<file path="config.mk">
export PLATFORM = sky130hd
export DESIGN_NAME = cpu_trace_buffer
export DESIGN_NICKNAME = d
export VERILOG_FILES = /design/src/rtl/cpu_trace_buffer.sv
export SDC_FILE = /design/constraint.sdc
export NUM_CORES = 1
export LEC_CHECK = 0
export ABC_CLOCK_PERIOD_IN_PS = 8200
export CAP_MARGIN = 10
export CORE_UTILIZATION = 25
export CTS_CLUSTER_DIAMETER = 200
export CTS_CLUSTER_SIZE = 16
export DETAILED_ROUTE_END_ITERATION = 7
export PLACE_DENSITY = 0.41
export SKIP_CTS_REPAIR_TIMING = 1
export SYNTH_ARGS = -nofsm -noshare
export SYNTH_HDL_FRONTEND = slang
export SYNTH_SLANG_ARGS = --single-unit
</file>
<file path="constraint.sdc">
create_clock -name ClkIn -period 8.2 [get_ports ClkIn]
set_input_delay 1.64 -clock ClkIn [delete_from_list [all_inputs] [get_ports ClkIn]]
set_output_delay 1.64 -clock ClkIn [all_outputs]
set_load 0.02 [all_outputs]
</file>
<file path="src/rtl/cpu_trace_buffer.sv">
// CPU trace FIFO: captures {PC, ALU result} per enabled cycle and pops them in order.
// Optional repeated-PC halt detection is compiled in with `define TRACE_HALT_DETECT_EN.
module cpu_trace_buffer #(
  parameter int DEPTH       = 16,
  parameter int AW          = 4,
  parameter int HALT_CYCLES = 4
) (
  input  logic          ClkIn,
  input  logic          Rst,
  input  logic [31:0]   PCResult,
  input  logic [31:0]   ALUResult,
  input  logic          TraceEn,
  input  logic          RdEn,
  output logic          RdValid,
  output logic [31:0]   RdPC,
  output logic [31:0]   RdALU,
  output logic [AW:0]   Count,
  output logic          Empty,
  output logic          Full,
  output logic          Overflow,
  output logic          Halted
);

  localparam logic [AW:0] FULL_CNT = (AW+1)'(DEPTH);

  logic [63:0]   mem [DEPTH];
  logic [AW-1:0] wr_ptr;
  logic [AW-1:0] rd_ptr;
  logic          wr_try;
  logic          do_pop;
  logic          do_wr;
  logic          drop;
  logic [AW:0]   count_nxt;

  // A full buffer still accepts a write when a pop frees a slot in the same cycle.
  always_comb begin
    wr_try    = TraceEn & ~Halted;
    do_pop    = RdEn & ~Empty;
    do_wr     = wr_try & (~Full | do_pop);
    drop      = wr_try & Full & ~do_pop;
    count_nxt = Count;
    if (do_wr && !do_pop)
      count_nxt = Count + 1'b1;
    else if (do_pop && !do_wr)
      count_nxt = Count - 1'b1;
  end

  always_ff @(posedge ClkIn) begin
    if (!Rst && do_wr)
      mem[wr_ptr] <= {PCResult, ALUResult};
  end

  always_ff @(posedge ClkIn) begin
    if (Rst) begin
      wr_ptr   <= '0;
      rd_ptr   <= '0;
      Count    <= '0;
      Empty    <= 1'b1;
      Full     <= 1'b0;
      Overflow <= 1'b0;
      RdValid  <= 1'b0;
      RdPC     <= '0;
      RdALU    <= '0;
    end else begin
      RdValid <= do_pop;
      if (do_pop) begin
        {RdPC, RdALU} <= mem[rd_ptr];
        rd_ptr        <= rd_ptr + 1'b1;
      end
      if (do_wr)
        wr_ptr <= wr_ptr + 1'b1;
      if (drop)
        Overflow <= 1'b1;
      Count <= count_nxt;
      Empty <= (count_nxt == '0);
      Full  <= (count_nxt == FULL_CNT);
    end
  end

`ifdef TRACE_HALT_DETECT_EN
  localparam logic [7:0] HALT_LAST = 8'(HALT_CYCLES - 1);

  logic [31:0] prev_pc;
  logic [7:0]  halt_cnt;

  // prev_pc follows the bus every cycle so the first post-reset compare is meaningful.
  always_ff @(posedge ClkIn) begin
    prev_pc <= PCResult;
    if (Rst) begin
      halt_cnt <= '0;
      Halted   <= 1'b0;
    end else if (TraceEn) begin
      if (PCResult == prev_pc) begin
        if (halt_cnt != HALT_LAST)
          halt_cnt <= halt_cnt + 8'd1;
        if (halt_cnt + 8'd1 == HALT_LAST)
          Halted <= 1'b1;
      end else begin
        halt_cnt <= '0;
      end
    end
  end
`else
  assign Halted = 1'b0;
`endif

endmodule

</file>
After elaboration in Yosys (flattened, before gate mapping)

Memories as Yosys holds them, arrays and structs flattened. A register that Yosys moved wholly into a read port is not among the register bits.
Cells that the tools add are included.
W data, S select, Z words.

Flip-flop bits (word level): 17
Memory bits (writable): 1,024
Memories kept: 1

Memories:

| memory | words | width | read ports | clocked after Yosys merged registers in | wr ports | RTL line | text |
|---|---|---|---|---|---|---|---|
| mem    | 16    | 64    | 1          | 1                                       | 1        | 26       | `logic [63:0] mem [DEPTH];` |

Add/sub/neg operators: 4
Equal/unequal tests: 1
Multiplexer cells: 4
Bitwise logic cells: 8
Reductions and logical operators: 7

Operator list:

| kind                  | number |
|---|---|
| $mux W5               | 2 |
| $add A4 B1 Y4 const B | 2 |
| $add A5 B1 Y5 const B | 1 |
| $eq A5 B5 Y1 const B  | 1 |
| $logic_not A5 Y1      | 1 |
| $sub A5 B1 Y5 const B | 1 |
| $and A1 B1 Y1         | 4 |
| $logic_and A1 B1 Y1   | 3 |
| $logic_not A1 Y1      | 3 |
| $not A1 Y1            | 3 |
| $mux W1               | 2 |
| $or A1 B1 Y1          | 1 |

Depth between registers and ports, before layout

Gate-level depths: netlist of the first run.

Depth after elaboration: 9
Mapped depth: 8
Depth with buffers taken out: 7

Worst setup path before layout of the first run

No wires, ideal clock.

Kind: input to register
From: input port RdEn
To: memory mem[0][0], enable pin
Library setup time: 0.565 ns
Arrival: 6.905 ns
Required time: 7.635 ns
Slack: 0.731 ns
Cell stages on the path: 6
Buffers on the path: 1
Cell sequence: nand2b_1 > buf_2 > a21boi_1 > nor2b_1 > nand2_1 > nor3_1

Cells in the longest elaborated chain, start to end: 6

RTL lines:

| item                          | RTL line | text |
|---|---|---|
| start: declaration            | 13       | `input logic RdEn,` |
| $and A1 B1 Y1                 | 38       | `do_pop = RdEn & ~Empty;` |
| $or A1 B1 Y1                  | 39       | `do_wr = wr_try & (~Full \| do_pop);` |
| $and A1 B1 Y1                 | 39       |  |
| $logic_and A1 B1 Y1           | 49       | `if (!Rst && do_wr)` |
| $mux W1                       | 49       |  |
| $mux W1 (implied by the code) | 50       | `mem[wr_ptr] <= {PCResult, ALUResult};` |
| end: declaration              | 26       |  |

No other way between the ends.

Final worst setup path of the first run

From: input port RdEn
To: memory mem[15][55], enable pin

Same word-level chain as after synthesis.

==> impl_metrics.tcl, run 1 <==
set metrics [dict create \
    worstSetupEndpointType "register" \
    vias 19400 \
    grt_pass1_wl_mm 150 \
    tightest_slew_ns 1.12 \
    first_global_vias 20700 \
    whs_ns 0.486 \
    slew_headroom 0.255 \
    place_hpwl_mm 57.4 \
    synth_nets 2043 \
    ctsLongestPathBuffers 3 \
    cts_num_sinks 1105 \
    die_area_um2 167000 \
    gp_congestion 0.698 \
    ys_warn_count 0 \
    antenna_left 0 \
    cts_made_buffers 79 \
    cp_max_fo 24 \
    critPathKind "input pin to register" \
    setup_tns_ns 0 \
    num-nets-final 2195 \
    area_growth_pct 15.9 \
    core_um2 164000 \
    synthArstFlopShare 0 \
    root_buffer "clkbuf_16" \
    cts_max_level 3 \
    maxCapViolCount 0 \
    path_clk_slew_ns 0.08 \
    dp_slack_ns 2.59 \
    die_w_um 409 \
    grt-ovfl-total 0 \
    stdcell_count 4360 \
    avgSynthCellArea_um2 21.0 \
    r2r_slack_ns 4.32 \
    final_cell_area_um2 48000 \
    antenna_found_initial 11 \
    synth.area.top_cells "edfxtp_1 (74%), mux4_2 (10%), mux2i_1 (4.7%), dfxtp_1 (3.9%), a221oi_1 (1.4%)" \
    finalSetupViolations 0 \
    vdd_drop_max_mv 0.131 \
    setup_ws_ns 3.28 \
    grt_use_total 0.124 \
    slew_violations 0 \
    die_y_um 409 \
    fmax_ghz 0.203 \
    io_pins 142 \
    fin_crit_ns 4.92 \
    synth_edf_count 1024 \
    syn_area_um2 41400 \
    drtIter0Drc 1131 \
    crit_chain "clkdlybuf4s50_1, nand2b_1, a21boi_1, nor2b_1, nand2_1, nor2_4, buf_4" \
    yosys.area.top_type "edfxtp_1" \
    hp-class "register to register" \
    yosysSeqAreaShare 0.782 \
    synthCells 1968 \
    arrival_ns 5.22 \
    clock_skew_ns 0.0348 \
    firstDrtPassIters 7 \
    drive_above_1_share 0.159 \
    grt_max_degree 105 \
    yosys_most_used_dff "edfxtp_1" \
    clk_latency_ns 0.69 \
    drc 0 \
    dp.cells 4211 \
    power.density_nw_per_um2 226 \
    p_leak_nw 13.8 \
    hold_viol 0 \
    fp-row-count 148 \
    cpPeakStageDelay_ns 0.82 \
    status "complete, no violations" \
    synth_top_area_share 0.743 \
    ys_types 41 \
    worst_setup_path_start_kind "input pin" \
    numPortBuffers 140 \
    detail_route.wl_per_cell_um 23.8 \
    vias_per_cell 4.45 \
    wl_mm 104 \
    rsz0062_at_grt "false" \
    cts_tree "built" \
    cp_data_required_time_ns 8.51 \
    cpMaxStageDelayCell "nor2_4" \
    min_period_over_period 0.599 \
    ys_ff_latch 1105 \
    start_util 0.253 \
    place_area_um2 45600 \
]
==> cells in the final DEF (no fill, tap or decap), types with 5 or more instances in the layout <==
master           instances
a221oi_1                65
buf_12                  10
buf_4                   30
clkbuf_1                58
clkbuf_16               80
clkdlybuf4s50_1        140
dfxtp_1                 78
edfxtp_1              1024
ha_1                     7
inv_1                    5
mux2i_1                194
mux4_2                 191
nand2_1                 76
nor2_1                  18
nor2_4                  13
nor3_2                   5
o211ai_1                63
o21ai_0                 13
o21ai_1                 53
xnor2_1                  5
xor2_1                   5
==> cell type report <==
cell class / instances / area, µm²
clock buffer: 138 / 2220
tap: 2175 / 2720
multi-input combinational: 746 / 8610
sequential: 1105 / 32400
fill: 15900 / 116000
clock inverter: 7 / 111
antenna: 1 / 2.50
timing repair buffer: 183 / 1910
inverter: 5 / 18.8
==> metrics by stage <==
step | util | power (mW)
floorplan | - | 6.84
global placement | 0.279 | 7.22
detailed placement | 0.279 | 7.24
CTS | 0.293 | 11.0
global route | 0.293 | 11.3
finish | 0.293 | 10.9
==> worst paths after layout <==
| kind | start | end | cells past startpoint |
|---|---|---|---|
| worst max-delay path | RdEn | mem[15][55]$_DFFE_PP_ | 7 |
| worst min register to register | RdPC[11]$_SDFFE_PP0P_ | RdPC[11]$_SDFFE_PP0P_ | 2 |
| worst max register to register | Empty$_SDFF_PP1_ | mem[15][55]$_DFFE_PP_ | 6 |
| worst min-delay path | RdPC[11]$_SDFFE_PP0P_ | RdPC[11]$_SDFFE_PP0P_ | 2 |
==> sequential cells by signal (all words and copies together) (netlist names) <==
name and count:
Full 1, RdValid 1, wr_ptr 4, RdPC 32, rd_ptr 4, Empty 1
mem 1024, Overflow 1, RdALU 32, Count 5
==> logic make-up after synthesis <==
family / Yosys count / share of synthesized area
buf+inv: 117 / 0.0136
other cells: 1 / 0.0000906
mux: 385 / 0.151
xor+xnor: 10 / 0.00212
fa+ha+maj: 7 / 0.00212
simple gates: 138 / 0.0143
compound gates: 205 / 0.0351
flops: 1105 / 0.782
==> synthesized netlist by cell type (2+ instances only) <==
library cell / count
a21oi_1: 3
a221oi_1: 65
a31oi_1: 3
buf_1: 7
buf_2: 35
buf_4: 15
buf_6: 3
clkbuf_1: 52
dfxtp_1: 81
edfxtp_1: 1024
ha_1: 7
inv_1: 5
mux2i_1: 194
mux4_2: 191
nand2_1: 77
nand2b_1: 4
nand3_1: 3
nor2_1: 31
nor2b_1: 4
nor3_1: 8
o211ai_1: 63
o21ai_0: 13
o21ai_1: 53
or3_1: 2
xnor2_1: 5
xor2_1: 5
==> power breakdown <==
part           internal [mW]  switching, mW  total (mW)
sequential              6.24         0.0814        6.32
clock                   1.86           1.92        3.78
combinational          0.302          0.462       0.764
==> per-layer routing <==
layer  vias up  global-route usage  part of all wire
li1       8439                   -                 -
met4        14              0.0338             0.018
met3       116              0.0228             0.047
met1     10400               0.161              0.44
met5         -                   0           0.00082
met2       375               0.210              0.49
==> critical path: cells and delay by family <==
family | cells | cell delay (ns)
AND/OR/NAND/NOR | 4 | 1.81
buffers and inverters | 2 | 1.09
AO/OA/AOI/OAI | 1 | 0.63
Power figures use the tool's default switching activity.
==> inputs of run 2 (changes only) <==
--- a/config.mk
+++ b/config.mk
@@ -5,7 +5,7 @@
 export SDC_FILE = /design/constraint.sdc
 export NUM_CORES = 1
 export LEC_CHECK = 0
-export ABC_CLOCK_PERIOD_IN_PS = 8200
+export ABC_CLOCK_PERIOD_IN_PS = 5080
 export CAP_MARGIN = 10
 export CORE_UTILIZATION = 25
 export CTS_CLUSTER_DIAMETER = 200
==> constraint.sdc (replaced) <==
create_clock -name ClkIn -period 5.08 [get_ports ClkIn]
set_input_delay 1.016 -clock ClkIn [delete_from_list [all_inputs] [get_ports ClkIn]]
set_output_delay 1.016 -clock ClkIn [all_outputs]
set_load 0.02 [all_outputs]
==> run 2 against run 1 <==
  * Largest cell class unchanged
  * Clock-buffer cell count rose by 2
  * Sequential share of layout area fell by 0.24 points
  * First-iteration DRC count rose by 11%
  * Highest routed layer unchanged
  * Critical endpoint is now mem[13][51]$_DFFE_PP_
  * Register-to-register slack got worse by 2.6 ns
  * Global-route usage barely moved
==> impl_metrics.tcl, run 2 (same netlist as run 1, synthesis figures left out) <==
set metrics [dict create \
    hp-class "register to register" \
    reg2regPathDepth 6 \
    die_w_um 409 \
    ctsLongestPathBuffers 3 \
    drc 0 \
    cpPeakStageDelay_ns 0.73 \
    power.density_nw_per_um2 366 \
    largest_register_ffs 1024 \
    area_growth_pct 16.3 \
    status "complete, no violations" \
    cp.depth 7 \
    vias_per_cell 4.39 \
    fmax_ghz 0.267 \
    path_clk_slew_ns 0.08 \
    cp_data_required_time_ns 5.39 \
    cts_max_level 3 \
    die_y_um 409 \
    wl_mm 104 \
    io_pins 142 \
    gp_congestion 0.702 \
    critPathKind "input pin to register" \
    crit_buf_inv 2 \
    clock_skew_ns 0.0197 \
    firstDrtPassIters 5 \
    hold_start "Overflow$_SDFFE_PP0P_" \
    rsz0062_at_grt "false" \
    num-nets-final 2207 \
    grt_use_total 0.124 \
    cp_max_fo 35 \
    start_util 0.253 \
    min_period_over_period 0.738 \
    tightest_slew_ns 1.10 \
    die_area_um2 167000 \
    arrival_ns 4.06 \
    slew_violations 0 \
    drtIter0Drc 1261 \
    maxCapViolCount 0 \
    layout_commonest_cell "edfxtp_1" \
    worstReg2RegEnd "mem[13][51]$_DFFE_PP_" \
    fp-row-count 148 \
    p_leak_nw 13.9 \
    vdd_drop_max_mv 0.224 \
    top_register "mem" \
    numPortBuffers 140 \
    nFillCells 15800 \
    grt_pass1_wl_mm 151 \
    fin_crit_ns 3.75 \
    core_um2 164000 \
    cts_made_buffers 79 \
    root_buffer "clkbuf_16" \
    finalSetupViolations 0 \
    top_regs "mem: 1024 flops, RdALU: 32 flops, RdPC: 32 flops" \
    worstSetupEndpointType "register" \
    whs_ns 0.481 \
    antenna_left 0 \
    cp_top_family "simple AND/OR/NAND/NOR gates" \
    cts_tree "built" \
    place_hpwl_mm 58.5 \
    final_cell_mix "edfxtp_1 (1024), mux2i_1 (194), mux4_2 (191)" \
    p_total_mw 17.6 \
    crit_chain "clkdlybuf4s50_1, nand2b_1, a21boi_1, nor2b_1, nand2_1, nor2_4, buf_4" \
    cpMaxStageDelayCell "a21boi_1" \
    slew_headroom 0.265 \
    worst_setup_path_start_kind "input pin" \
    grt-ovfl-total 0 \
    drive_above_1_share 0.164 \
    worstReg2RegStart "Empty$_SDFF_PP1_" \
    detail_route.wl_per_cell_um 23.7 \
    r2r_slack_ns 1.76 \
    vias 19200 \
    final_util 0.294 \
    grt_max_degree 66 \
    first_global_vias 20700 \
    antenna_found_initial 6 \
    clk_latency_ns 0.68 \
    crit_path_start "RdEn" \
    crit_path_end "mem[13][51]$_DFFE_PP_" \
    hold_viol 0 \
    cts_num_sinks 1105 \
]
-- run 2: where the power goes --
group,total [mW],leakage [nW],switching (mW),internal (mW)
clock,6.15,1.11,3.08,3.07
sequential,10.2,9.89,0.137,10.1
combinational,1.24,2.86,0.742,0.502
total,17.6,13.9,3.96,13.6
-- run 2: how the worst min path moves through the flow --
stage | cells past startpoint | slack, ns | end
final | 2 | 0.48 | Overflow$_SDFFE_PP0P_
after global routing | 2 | 0.51 | RdPC[20]$_SDFFE_PP0P_
after CTS | 2 | 0.49 | Overflow$_SDFFE_PP0P_
after detailed placement | 2 | 0.47 | Overflow$_SDFFE_PP0P_
after global placement | 2 | 0.48 | RdPC[25]$_SDFFE_PP0P_
after floorplan | 2 | 0.49 | rd_ptr[3]$_SDFFE_PP0P_
-- run 2: layout make-up --
class,count,area [µm²],share of cell area
Clock buffer,140,2290,0.0476
Antenna cell,1,2.50,0.0000520
Multi-Input combinational cell,746,8630,0.179
Sequential cell,1105,32400,0.673
Tap cell,2175,2720,0.0565
Inverter,5,18.8,0.000390
Timing Repair Buffer,195,2050,0.0426
Clock inverter,4,42.5,0.000884
-- run 2: metrics by stage --
stage / TNS (ns) / worst slack [ns] / cells / instance area [µm²]
after detailed placement: 0 / 0.602 / 4226 / 45800
final: 0 / 1.33 / 4371 / 48100
after CTS: 0 / 1.35 / 4370 / 48100
after global placement: 0 / 0.630 / 4226 / 45800
after floorplan: -29.49 / -0.0490 / 1968 / 41400
after global routing: 0 / 1.09 / 4370 / 48100
-- run 2: routing by layer --
metal  vias up  global-route usage  wire length, µm  part of all wire
met2       297               0.207            50600              0.49
met1     10300               0.166            47300              0.46
met5         -                   0               51           0.00049
li1       8469                   -                -                 -
met4         8              0.0302             1610             0.016
met3        96              0.0223             4180             0.040
-- run 2: worst min-delay path: cells and delay by family (launching register included) --
kind	cells	cell delay [ns]
AO/OA/AOI/OAI	1	0.04
flip-flops	1	0.34
AND/OR/NAND/NOR	1	0.07
